--- src/rtl/seq_pkg.sv ---
// ----------------------------------------------------------------------------
// seq_pkg
// Definitions shared by the serial sequence-detector slice: the serializer
// FSM state encoding, the default word width and the pattern that the
// downstream 3-bit Moore detector looks for.
// ----------------------------------------------------------------------------
package seq_pkg;

   // Serializer state encoding
   localparam logic [1:0] ST_IDLE  = 2'd0;
   localparam logic [1:0] ST_SHIFT = 2'd1;
   localparam logic [1:0] ST_GAP   = 2'd2;

   typedef enum logic [1:0] {
      S_IDLE  = ST_IDLE,
      S_SHIFT = ST_SHIFT,
      S_GAP   = ST_GAP
   } state_t;

   // Default number of bits per parallel word
   localparam int DEFAULT_WIDTH = 8;

   // Pattern recognised by the detector fed from bit_out
   localparam logic [2:0] DETECT_PATTERN = 3'b101;

endpackage

--- src/rtl/seq_bit_serializer.sv ---
// ----------------------------------------------------------------------------
// seq_bit_serializer
// Accepts parallel words over a valid/ready handshake and shifts them out one
// bit per enabled clock on bit_out, feeding the sequence detector's input A.
// An optional idle gap follows every word, and shift_en stalls everything.
//
// Ports:
//   clk          rising-edge clock
//   reset        asynchronous, active-high reset
//   in_data      parallel word to serialise (WIDTH bits)
//   in_valid     in_data is valid
//   in_ready     a word can be accepted on the coming edge
//   shift_en     advance enable; 0 freezes all state
//   bit_out      registered serial bit
//   bit_valid    bit_out carries a live data bit
//   frame_start  high with the first bit of each word
//   frame_done   high with the last bit of each word
//   busy         high while shifting or in the inter-word gap
// ----------------------------------------------------------------------------
module seq_bit_serializer
   import seq_pkg::*;
#(
   parameter int WIDTH      = DEFAULT_WIDTH,
   parameter bit MSB_FIRST  = 1'b1,
   parameter int GAP_CYCLES = 0
) (
   input  logic             clk,
   input  logic             reset,
   input  logic [WIDTH-1:0] in_data,
   input  logic             in_valid,
   output logic             in_ready,
   input  logic             shift_en,
   output logic             bit_out,
   output logic             bit_valid,
   output logic             frame_start,
   output logic             frame_done,
   output logic             busy
);

   localparam int               CNT_W    = $clog2(WIDTH);
   localparam logic [CNT_W-1:0] LAST_IDX = CNT_W'(WIDTH - 1);

   state_t             state_reg, state_next;
   logic [CNT_W-1:0]   cnt_reg, cnt_next;
   logic [WIDTH-1:0]   shift_reg, shift_next;
   logic               bit_out_reg, bit_out_next;
   logic               bit_valid_reg, bit_valid_next;
   logic               frame_start_reg, frame_start_next;
   logic               frame_done_reg, frame_done_next;

   logic               last_bit;
   logic               gap_last;
   logic               xfer;
   logic               load_bit, adv_bit;
   logic [WIDTH-1:0]   load_rest, adv_rest;

   assign last_bit = (cnt_reg == LAST_IDX);

   // Back-to-back reload on the last bit is only allowed without a gap.
   assign in_ready = shift_en && !reset &&
                     ((state_reg == S_IDLE) ||
                      ((state_reg == S_SHIFT) && last_bit && (GAP_CYCLES == 0)));
   assign xfer     = in_valid && in_ready;

   // The first bit goes straight to bit_out on the load edge; the shift
   // register keeps the remaining bits aligned so the next bit is always
   // at the same end.
   always_comb begin
      if (MSB_FIRST) begin
         load_bit  = in_data[WIDTH-1];
         load_rest = in_data << 1;
         adv_bit   = shift_reg[WIDTH-1];
         adv_rest  = shift_reg << 1;
      end else begin
         load_bit  = in_data[0];
         load_rest = in_data >> 1;
         adv_bit   = shift_reg[0];
         adv_rest  = shift_reg >> 1;
      end
   end

   // Gap counter exists only when a gap is configured.
   generate
      if (GAP_CYCLES > 0) begin : g_gap
         logic [3:0] gap_reg;

         always_ff @(posedge clk or posedge reset) begin
            if (reset) begin
               gap_reg <= '0;
            end else if (shift_en) begin
               if (state_reg == S_GAP) begin
                  gap_reg <= gap_reg + 4'd1;
               end else begin
                  gap_reg <= '0;
               end
            end
         end

         assign gap_last = (gap_reg == 4'(GAP_CYCLES - 1));
      end else begin : g_no_gap
         assign gap_last = 1'b1;
      end
   endgenerate

   always_comb begin
      state_next       = state_reg;
      cnt_next         = cnt_reg;
      shift_next       = shift_reg;
      bit_out_next     = bit_out_reg;
      bit_valid_next   = bit_valid_reg;
      frame_start_next = frame_start_reg;
      frame_done_next  = frame_done_reg;

      // With shift_en low every register holds; the frame pulses are gated
      // at the outputs so they cannot repeat during a stall.
      if (shift_en) begin
         frame_start_next = 1'b0;
         frame_done_next  = 1'b0;

         case (state_reg)
            S_IDLE: begin
               bit_out_next   = 1'b0;
               bit_valid_next = 1'b0;
               if (xfer) begin
                  state_next       = S_SHIFT;
                  cnt_next         = '0;
                  shift_next       = load_rest;
                  bit_out_next     = load_bit;
                  bit_valid_next   = 1'b1;
                  frame_start_next = 1'b1;
               end
            end

            S_SHIFT: begin
               if (!last_bit) begin
                  cnt_next        = cnt_reg + CNT_W'(1);
                  shift_next      = adv_rest;
                  bit_out_next    = adv_bit;
                  frame_done_next = ((cnt_reg + CNT_W'(1)) == LAST_IDX);
               end else if (GAP_CYCLES > 0) begin
                  state_next     = S_GAP;
                  bit_out_next   = 1'b0;
                  bit_valid_next = 1'b0;
               end else if (xfer) begin
                  // Reload wins over the return to IDLE: no bubble.
                  cnt_next         = '0;
                  shift_next       = load_rest;
                  bit_out_next     = load_bit;
                  frame_start_next = 1'b1;
               end else begin
                  state_next     = S_IDLE;
                  bit_out_next   = 1'b0;
                  bit_valid_next = 1'b0;
               end
            end

            S_GAP: begin
               bit_out_next   = 1'b0;
               bit_valid_next = 1'b0;
               if (gap_last) begin
                  state_next = S_IDLE;
               end
            end

            default: begin
               state_next     = S_IDLE;
               bit_out_next   = 1'b0;
               bit_valid_next = 1'b0;
            end
         endcase
      end
   end

   always_ff @(posedge clk or posedge reset) begin
      if (reset) begin
         state_reg       <= S_IDLE;
         cnt_reg         <= '0;
         shift_reg       <= '0;
         bit_out_reg     <= 1'b0;
         bit_valid_reg   <= 1'b0;
         frame_start_reg <= 1'b0;
         frame_done_reg  <= 1'b0;
      end else begin
         state_reg       <= state_next;
         cnt_reg         <= cnt_next;
         shift_reg       <= shift_next;
         bit_out_reg     <= bit_out_next;
         bit_valid_reg   <= bit_valid_next;
         frame_start_reg <= frame_start_next;
         frame_done_reg  <= frame_done_next;
      end
   end

   assign bit_out     = bit_out_reg;
   assign bit_valid   = bit_valid_reg;
   assign frame_start = frame_start_reg && shift_en;
   assign frame_done  = frame_done_reg && shift_en;
   assign busy        = (state_reg != S_IDLE);

endmodule

--- config.mk ---
export PLATFORM = sky130hd
export DESIGN_NAME = seq_bit_serializer
export DESIGN_NICKNAME = d
export VERILOG_FILES = /design/src/rtl/seq_pkg.sv /design/src/rtl/seq_bit_serializer.sv
export SDC_FILE = /design/constraint.sdc
export NUM_CORES = 1
export LEC_CHECK = 0
export ABC_AREA = 1
export CORE_MARGIN = 2
export CORE_UTILIZATION = 35
export CTS_CLUSTER_SIZE = 10
export DETAILED_ROUTE_END_ITERATION = 6
export HOLD_SLACK_MARGIN = 0.15
export PLACE_DENSITY = 0.61
export SYNTH_ARGS = -nofsm -noshare
export SYNTH_HDL_FRONTEND = slang
export SYNTH_SLANG_ARGS = --single-unit
--- constraint.sdc ---
create_clock -name clk -period 2.25 [get_ports clk]
set_input_delay 0.45 -clock clk [delete_from_list [all_inputs] [get_ports clk]]
set_output_delay 0.45 -clock clk [all_outputs]
set_load 0.03 [all_outputs]
==> impl_metrics.env, run 1 <==
export IMPL_status="complete, no violations"
export IMPL_largest_register_ffs=8
export IMPL_post_cts_buffers=0
export IMPL_filler_cell_count=256
export IMPL_mostFrequentLayoutCells="30 x nand2_1, 16 x dfrtp_1, 15 x inv_1"
export IMPL_pin_count=18
export IMPL_fin_crit_ns=1.91
export IMPL_ctsResizeCount=0
export IMPL_use_met2=0.230
export IMPL_rows=18
export IMPL_core_area_mm2=0.00241
export IMPL_cts_root_buf="clkbuf_4"
export IMPL_ys_ff_latch=16
export IMPL_grt_max_degree=17
export IMPL_grt_pass1_wl_um=2620
export IMPL_die_h_um=53.8
export IMPL_ys_types=17
export IMPL_met1_usage=0.146
export IMPL_busiest_layer="met2"
export IMPL_clock_skew_ns=0.00188
export IMPL_synth_cell_area_um2=868
export IMPL_p_per_area_mw_per_mm2=945
export IMPL_cp_data_arrival_time_ns=1.46
export IMPL_power_leakage_nw=0.611
export IMPL_cts_buffer_depth=2
export IMPL_synth_seq_area_share=0.461
export IMPL_synth_area_per_cell_um2=7.97
export IMPL_fmax_ghz=0.524
export IMPL_crit_path_max_fanout=4
export IMPL_drt_pass1_iterations=4
export IMPL_insertion_delay_ns=0.28
export IMPL_setup_tns_final_ns=0
export IMPL_hold_ws_ns=0.488
export IMPL_clk_pin_slew_worst_paths_ns=0.09
export IMPL_drc_errors=0
export IMPL_start_util=0.360
export IMPL_final_area_mm2=0.00112
export IMPL_fin_crit_sh=0.848
export IMPL_port_buffers=17
export IMPL_cts_num_sinks=16
export IMPL_place_congestion=0.720
export IMPL_viasPerCell=4.38
export IMPL_reg2reg_from="cnt_reg[1]$_DFFE_PP0P_"
export IMPL_finalSetupViolCount=0
export IMPL_wl_um=1630
export IMPL_start_kind="input pin"
export IMPL_hold_start="frame_start_reg$_DFFE_PP0P_"
export IMPL_seqCellArea_um2=400
export IMPL_reg2reg_depth=9
export IMPL_htreeDepth=1
export IMPL_rsz0062_at_grt="no"
export IMPL_drive_above_1_share=0.144
export IMPL_vdd_drop_max_uv=631
export IMPL_holdPathStages=2
export IMPL_cts_made_buffers=3
export IMPL_ant_nets=0
export IMPL_diodes=0
export IMPL_reg2reg_to="state_reg[0]$_DFFE_PP0P_"
export IMPL_layout_commonest_cell="nand2_1"
export IMPL_syn_num_nets=126
export IMPL_die_area_mm2=0.00290
export IMPL_first_iter_violations=10
export IMPL_cts_tree="built"
export IMPL_path_class="in -> out"
export IMPL_grt_util_met3=0.0361
export IMPL_vias=709
export IMPL_grt_usage=0.132
export IMPL_slew_headroom=0.793
export IMPL_fp_dieW_um=53.8
export IMPL_cts_hold_buf=0
export IMPL_synth_cells=109
export IMPL_r2r_setup_slack_ns=0.44
export IMPL_hold_viol_final=0
export IMPL_ys_warn_count=0
export IMPL_tightestPinTransition_ns=0.310
export IMPL_whs_endpoint="frame_start_reg$_DFFE_PP0P_"
export IMPL_wl_per_cell_um=10.0
export IMPL_multi_input_area_um2=389
export IMPL_dp_hpwl_um=1210
export IMPL_grt_ovfl_total=0
export IMPL_holdCritPathClass="reg -> reg"
export IMPL_endpoint_kind="output port"
export IMPL_cap_viol_max_count=0
export IMPL_antenna_found_initial=0
export IMPL_grt_pass1_vias=641
export IMPL_slew_viol_final=0
export IMPL_area_delta_synth_final_pct=28.5
export IMPL_required_ns=1.80
export IMPL_p_total_mw=1.06
export IMPL_post_dp_cell_area_mm2=0.00108
export IMPL_final_nets=150
[metrics by stage]
step / utilization / setup slack, ns / instances
after floorplan: - / 0.544 / 109
after global placement: 0.448 / 0.318 / 158
after detailed placement: 0.448 / 0.293 / 158
after CTS: 0.463 / 0.334 / 162
after global routing: 0.463 / 0.279 / 162
final: 0.463 / 0.343 / 162
[worst max-delay path, stage by stage]
cell             delay, ns
clkdlybuf4s50_1       0.50
inv_2                 0.07
nor2_4                0.12
o21a_1                0.15
buf_4                 0.16
[per-layer routing]
layer	vias to the layer above	wire [um]
met2	16	753
met1	312	784
li1	381	-
met4	0	0
met3	0	88
met5	-	0
[layout make-up]
type / instances / area share
multi-input cells: 74 / 0.349
repair buffers: 20 / 0.166
inverters: 18 / 0.0605
clock buffers: 4 / 0.0325
well taps: 30 / 0.0336
flip-flops and latches: 16 / 0.359
[worst max-delay path by stage]
stage	startpoint	end	cells past startpoint
finish	shift_en	in_ready	5
global route	state_reg[0]$_DFFE_PP0P_	busy	1
CTS	shift_en	in_ready	5
detailed placement	shift_en	state_reg[0]$_DFFE_PP0P_	8
global placement	shift_en	state_reg[0]$_DFFE_PP0P_	8
floorplan	cnt_reg[1]$_DFFE_PP0P_	state_reg[0]$_DFFE_PP0P_	9
[Yosys cell counts]
library cell,count,area (um^2)
inv_1,15,56.3
nor2_2,1,6.26
nand3_2,2,20.0
dfrtp_1,16,400
nor2_1,14,52.6
o21ai_0,5,25.0
o21a_1,1,7.51
nor2_4,1,11.3
nand2_1,30,113
nand2_2,2,12.5
inv_2,2,7.51
buf_6,1,11.3
nand3_4,1,17.5
clkinv_1,1,3.75
nand3_1,11,55.1
nand4_1,1,6.26
ha_1,5,62.6
[power by group]
part           switching, mW  internal [mW]
clock network         0.0880         0.0984
logic                  0.259          0.171
registers             0.0513          0.388
total                  0.398          0.657
[logic make-up after synthesis]
logic type / Yosys count / synth area share
adders and majority gates: 5 / 0.0720
AOI/OAI and AO/OA: 6 / 0.0375
buffers and inverters: 19 / 0.0908
and+or+nand+nor: 63 / 0.339
DFF: 16 / 0.461
Power figures use the tool's default switching activity.
==> run 2, diff against run 1 <==
Settings changed: PLACE_DENSITY 0.61 to 0.63.
Clock period 2.25 ns to 1.7 ns, I/O delays scaled along.
==> impl_metrics.env, run 2 (synthesized netlist as in run 1, its figures left out) <==
export IMPL_status="complete, no violations"
export IMPL_fp_dieW_um=53.8
export IMPL_post_place_ws_ns=-0.0497
export IMPL_fmax_ghz=0.595
export IMPL_clock_skew_ns=0.00388
export IMPL_start_kind="flop"
export IMPL_p_per_area_mw_per_mm2=1210
export IMPL_fin_crit_sh=0.989
export IMPL_cp_slowest_cell="dfrtp_1"
export IMPL_cpLargestDelayFamily="flip-flops"
export IMPL_wl_um=1670
export IMPL_drive_above_1_share=0.210
export IMPL_crit_path_max_fanout=2
export IMPL_layout_setup_ws_ns=0.0183
export IMPL_met1_usage=0.183
export IMPL_grt_ovfl_total=0
export IMPL_rows=18
export IMPL_clk_pin_slew_worst_paths_ns=0.10
export IMPL_grt_pass1_vias=723
export IMPL_post_dp_cell_area_mm2=0.00113
export IMPL_cp_num_buf_inv=1
export IMPL_layout_commonest_cell="nand2_1"
export IMPL_grt_pass1_wl_um=2990
export IMPL_port_buffers=17
export IMPL_max_stage_delay_ns=0.40
export IMPL_insertion_delay_ns=0.28
export IMPL_slew_headroom=0.789
export IMPL_vias=734
export IMPL_hold_ws_ns=0.491
export IMPL_holdCritPathClass="in -> async"
export IMPL_cts_made_buffers=3
export IMPL_grt_util_met3=0.0250
export IMPL_drt_pass1_iterations=3
export IMPL_area_delta_synth_final_pct=37.8
export IMPL_dp_hpwl_um=1250
export IMPL_grt_usage=0.145
export IMPL_cts_num_sinks=16
export IMPL_slew_viol_final=0
export IMPL_finalSetupViolCount=0
export IMPL_tightestPinTransition_ns=0.315
export IMPL_wl_per_cell_um=9.93
export IMPL_required_ns=1.36
export IMPL_path_cells="ha_2 -> ha_4 -> o21a_1 -> buf_6"
export IMPL_ant_nets=0
export IMPL_pin_count=18
export IMPL_cap_viol_max_count=0
export IMPL_first_iter_violations=3
export IMPL_p_total_mw=1.45
export IMPL_mostFrequentLayoutCells="29 x nand2_1, 16 x dfrtp_1, 15 x inv_1"
export IMPL_cts_hold_buf=0
export IMPL_reg2reg_from="cnt_reg[0]$_DFFE_PP0P_"
export IMPL_path_class="reg -> out"
export IMPL_die_h_um=53.8
export IMPL_core_area_mm2=0.00241
export IMPL_power_leakage_nw=0.652
export IMPL_cp_data_arrival_time_ns=1.34
export IMPL_fin_crit_ns=1.68
export IMPL_final_nets=156
export IMPL_viasPerCell=4.37
export IMPL_start_util=0.360
export IMPL_hold_viol_final=0
export IMPL_htreeDepth=1
export IMPL_grt_max_degree=17
export IMPL_fin_cells=168
export IMPL_antenna_found_initial=0
export IMPL_cts_root_buf="clkbuf_4"
export IMPL_final_area_mm2=0.00120
export IMPL_cts_buffer_depth=2
export IMPL_reg2reg_depth=9
export IMPL_use_met2=0.248
export IMPL_rsz0062_at_grt="yes"
export IMPL_placed_cells=164
export IMPL_diodes=0
export IMPL_startpoint="cnt_reg[0]$_DFFE_PP0P_"
export IMPL_vdd_drop_max_uv=611
export IMPL_cts_tree="built"
export IMPL_r2r_setup_slack_ns=0.11
export IMPL_reg2reg_to="bit_valid$_DFFE_PP0P_"
export IMPL_busiest_layer="met2"
export IMPL_drc_errors=0
export IMPL_largest_register_ffs=8
export IMPL_place_congestion=0.714
export IMPL_die_area_mm2=0.00290
export IMPL_endpoint_kind="output port"
[run 2: cell count changes in the layout (fill, tap and decap cells not counted)]
| cell | before | now |
|---|---|---|
| o21ai_0 | 5 | 4 |
| buf_6 | 0 | 1 |
| buf_4 | 6 | 11 |
| dlymetal6s2s_1 | 0 | 1 |
| nand2_1 | 30 | 29 |
| o21ai_1 | 0 | 1 |
| ha_4 | 0 | 2 |
| clkdlybuf4s50_1 | 14 | 12 |
| nand2_2 | 2 | 3 |
| ha_2 | 0 | 1 |
| dlygate4sd2_1 | 0 | 1 |
| ha_1 | 5 | 2 |
[run 2: tightest hold or removal path, delay by kind of cell]
kind | cells | cell delay [ns]
buffers and inverters | 3 | 0.81
[run 2: per-stage QoR]
| stage | util | setup TNS [ns] |
|---|---|---|
| 2_1_floorplan | - | 0 |
| 3_3_place_gp | 0.468 | -0.00145 |
| 3_5_place_dp | 0.468 | -0.0497 |
| 4_1_cts | 0.486 | 0 |
| 5_1_grt | 0.496 | -0.0493 |
| 6_report | 0.496 | 0 |
[run 2: final cells by class]
class | count | area, um^2
sequential | 16 | 400
timing repair buffer | 26 | 235
multi-input combinational | 74 | 419
fill | 255 | 1210
clock buffer | 4 | 36.3
tap | 30 | 37.5
inverter | 18 | 67.6
[run 2: how the worst max path moves through the flow]
stage / endpoint / depth (start not counted)
3_3_place_gp: state_reg[0]$_DFFE_PP0P_ / 8
6_report: in_ready / 4
2_1_floorplan: state_reg[0]$_DFFE_PP0P_ / 9
4_1_cts: in_ready / 4
5_1_grt: in_ready / 4
3_5_place_dp: state_reg[0]$_DFFE_PP0P_ / 8
[run 2: what timing repair did]
item                       4_1_cts  5_1_grt
setup buffers                    0        0
gates resized for setup          4        4
setup endpoints to repair        3        3
pin swaps                        0        2
[run 2: per-layer routing]
layer / vias up / share of wire
met5: - / 0
met4: 0 / 0
met3: 0 / 0.054
met2: 17 / 0.47
met1: 324 / 0.48
li1: 393 / -
[run 2: where the power goes]
group          total [mW]  switching (mW)  internal [mW]
clock network       0.252           0.121          0.130
logic               0.616           0.361          0.255
registers           0.585          0.0716          0.513
total                1.45           0.554          0.899
==> RTL change, RTL diff (config.mk and constraints of run 1) <==
Make the reset (`reset`) synchronous in 2 clocked blocks. Comments in the files are not updated.
--- a/src/rtl/seq_bit_serializer.sv
+++ b/src/rtl/seq_bit_serializer.sv
@@ -86,3 +86,3 @@
 
-         always_ff @(posedge clk or posedge reset) begin
+         always_ff @(posedge clk) begin
             if (reset) begin
@@ -173,3 +173,3 @@
 
-   always_ff @(posedge clk or posedge reset) begin
+   always_ff @(posedge clk) begin
       if (reset) begin
Check against the original RTL: differs if reset is asserted again (counterexample within 4 cycles, from zero or initial values and one cycle with reset high); with reset held inactive, the same outputs for 10 cycles.
==> RTL change against run 1 <==
- global-route usage up 0.27 points
- wire length up 11%
- worst setup slack worse by 0.11 ns
- sequential cell count unchanged
- cell area up 4.7%
- synthesized area up 7.1%
- non-clock buffer count up 1
- count of clock-buffer cells in the layout unchanged
- cell count up 18%
- register-to-register slack better by 0.19 ns
- highest routed layer is now met4
Power is not compared: it rests on default switching activity, and its combinational part moved more than twofold at a synthesized area within 25%.
==> RTL change: results (changes against run 1) <==
STA
  • Final Skew: 0.00193 ns (+0.0000525 ns)
  • Least-Margin Pin Slew: 0.350 ns (+0.0399 ns)

Global route
  • Total track usage: 13.4% (+0.27 points)
  • First-pass GRT wire length: 3320 um (+27%)
  • Largest net degree at the start of global routing: 16 (-1)
  • Vias in the first global route: 782 (+22%)
  • Initial antenna violation count: 0 (unchanged)

Layout
  • Fin nets: 179 (+19%)
  • Layout Cells excl Fill: 191 (+18%)
  • Ratio of cells with drive above 1 in the final layout: 14.9% (+0.51 points)
  • Antenna diodes: 0 (unchanged)

Critical path
  • RR Startpoint: cnt_reg[0]
  • CP arrival: 1.56 ns (+0.10 ns)
  • Setup slack, reg-to-reg: 0.63 ns (+0.19 ns)
  • Worst R2R End: state_reg[0]
  • Critical path peak fanout: 3 (-1)

Power
  • Peak supply drop: approximately 0.00034 V

Synthesis
  • Top cells by area, synth: dfxtp_1, nand2_1, inv_1, nor2_1, ha_1
  • Mapped Avg Cell Area: 6.64 um2 (-17%)
  • Unique masters post-synth: 23 (+6)
  • Synthesized Nets: 157 (+25%)
  • Top FF cell, synth: dfxtp_1
  • Share of synthesized registers carrying an async set or reset: 0% (-100 points)
  • Fraction of the yosys area taken by sequential cells: 34.5% (-12 points)
  • YS warnings: 0 (unchanged)
  • Commonest cells post-synth: nand2_1, inv_1, nor2_1

Placement
  • Placed wire-length estimate: 1380 um (+14%)
  • Gpl congestion: 0.792 (+10%)

Drt
  • DR vias: 838 (+18%)
  • Initial DRC count: 16 (+6)
  • Wirelength per Cell: 9.48 um (-5.5%)

Clock tree
  • CTS HTree Levels: 1 (unchanged)
  • Num CTS Buffers: 3 (unchanged)
  • # resized after CTS: 0 (unchanged)

Run status
  • Status: complete, no violations

Hold path
  • Hold Crit Endpoint: shift_reg[0]
  • Hold path start: shift_reg[0]
  • Worst hold path type: reg2reg
[RTL change: cell count changes in the layout (fill, tap and decap cells not counted), sizes merged, moves of 3 or more]
cell / before / now
nand2: 32 / 52
dfrtp: 16 / 0
dfxtp: 0 / 16
a21oi: 0 / 12
nand3: 14 / 4
nor2: 16 / 21
inv: 17 / 21
o21ai: 5 / 2
[RTL change: how the worst max path moves through the flow]
| stage | from | end | slack (ns) | depth (start not counted) |
|---|---|---|---|---|
| floorplan | cnt_reg[0] | in_ready | 0.40 | 6 |
| global placement | shift_en | state_reg[0] | 0.25 | 8 |
| detailed placement | shift_en | state_reg[0] | 0.22 | 8 |
| CTS | cnt_reg[0] | in_ready | 0.20 | 7 |
| global route | cnt_reg[0] | in_ready | 0.12 | 7 |
| finish | cnt_reg[0] | in_ready | 0.24 | 7 |
[RTL change: report_power, final]
part           switching [mW]  internal, mW
Clock                  0.0941        0.0986
Sequential            0.00711         0.292
Combinational          0.0599        0.0481
[RTL change: cell type report]
type,instances,area (um2)
clock buffers,4,36.3
repair buffers,21,193
multi-input cells,99,503
inverters,21,78.8
fillers,257,1330
flip-flops and latches,16,320
well taps,30,37.5
[RTL change: stage by stage]
| stage | hold WS, ns | total power, mW | cell area, um2 | setup WS, ns |
|---|---|---|---|---|
| after floorplan | 0.422 | 0.374 | 930 | 0.398 |
| after global placement | 0.433 | 0.414 | 1130 | 0.245 |
| after detailed placement | 0.435 | 0.415 | 1130 | 0.216 |
| after CTS | 0.451 | 0.609 | 1170 | 0.199 |
| after global routing | 0.474 | 0.635 | 1170 | 0.119 |
| final | 0.450 | 0.600 | 1170 | 0.236 |
[RTL change: cells by family after synthesis]
| logic type | share of synthesized area [%] |
|---|---|
| AOI/OAI and AO/OA | 9.42 |
| xor gates and xnor gates | 0.942 |
| adders and majority gates | 6.73 |
| buffers and inverters | 11.4 |
| DFF | 34.5 |
| and+or+nand+nor | 37.0 |
[RTL change: critical path, cell delays in order, from the launching register on]
cell and delay [ns]:
dfxtp_1 0.37, ha_1 0.17, ha_1 0.21, inv_1 0.09, nand2_4 0.10, nand2_2 0.06, nor2_1 0.10, buf_4 0.17
[RTL change: per-layer routing]
metal  up-vias  routed length (um)  share of wire (%)  global-route usage, %
li1        464                   -                  -                      -
met5         -                   0                  0                      0
met2        10                 821                 45                   22.1
met1       362                 908                 50                   17.0
met3         2                  68                3.8                   5.15
met4         0                  12               0.66                   2.09
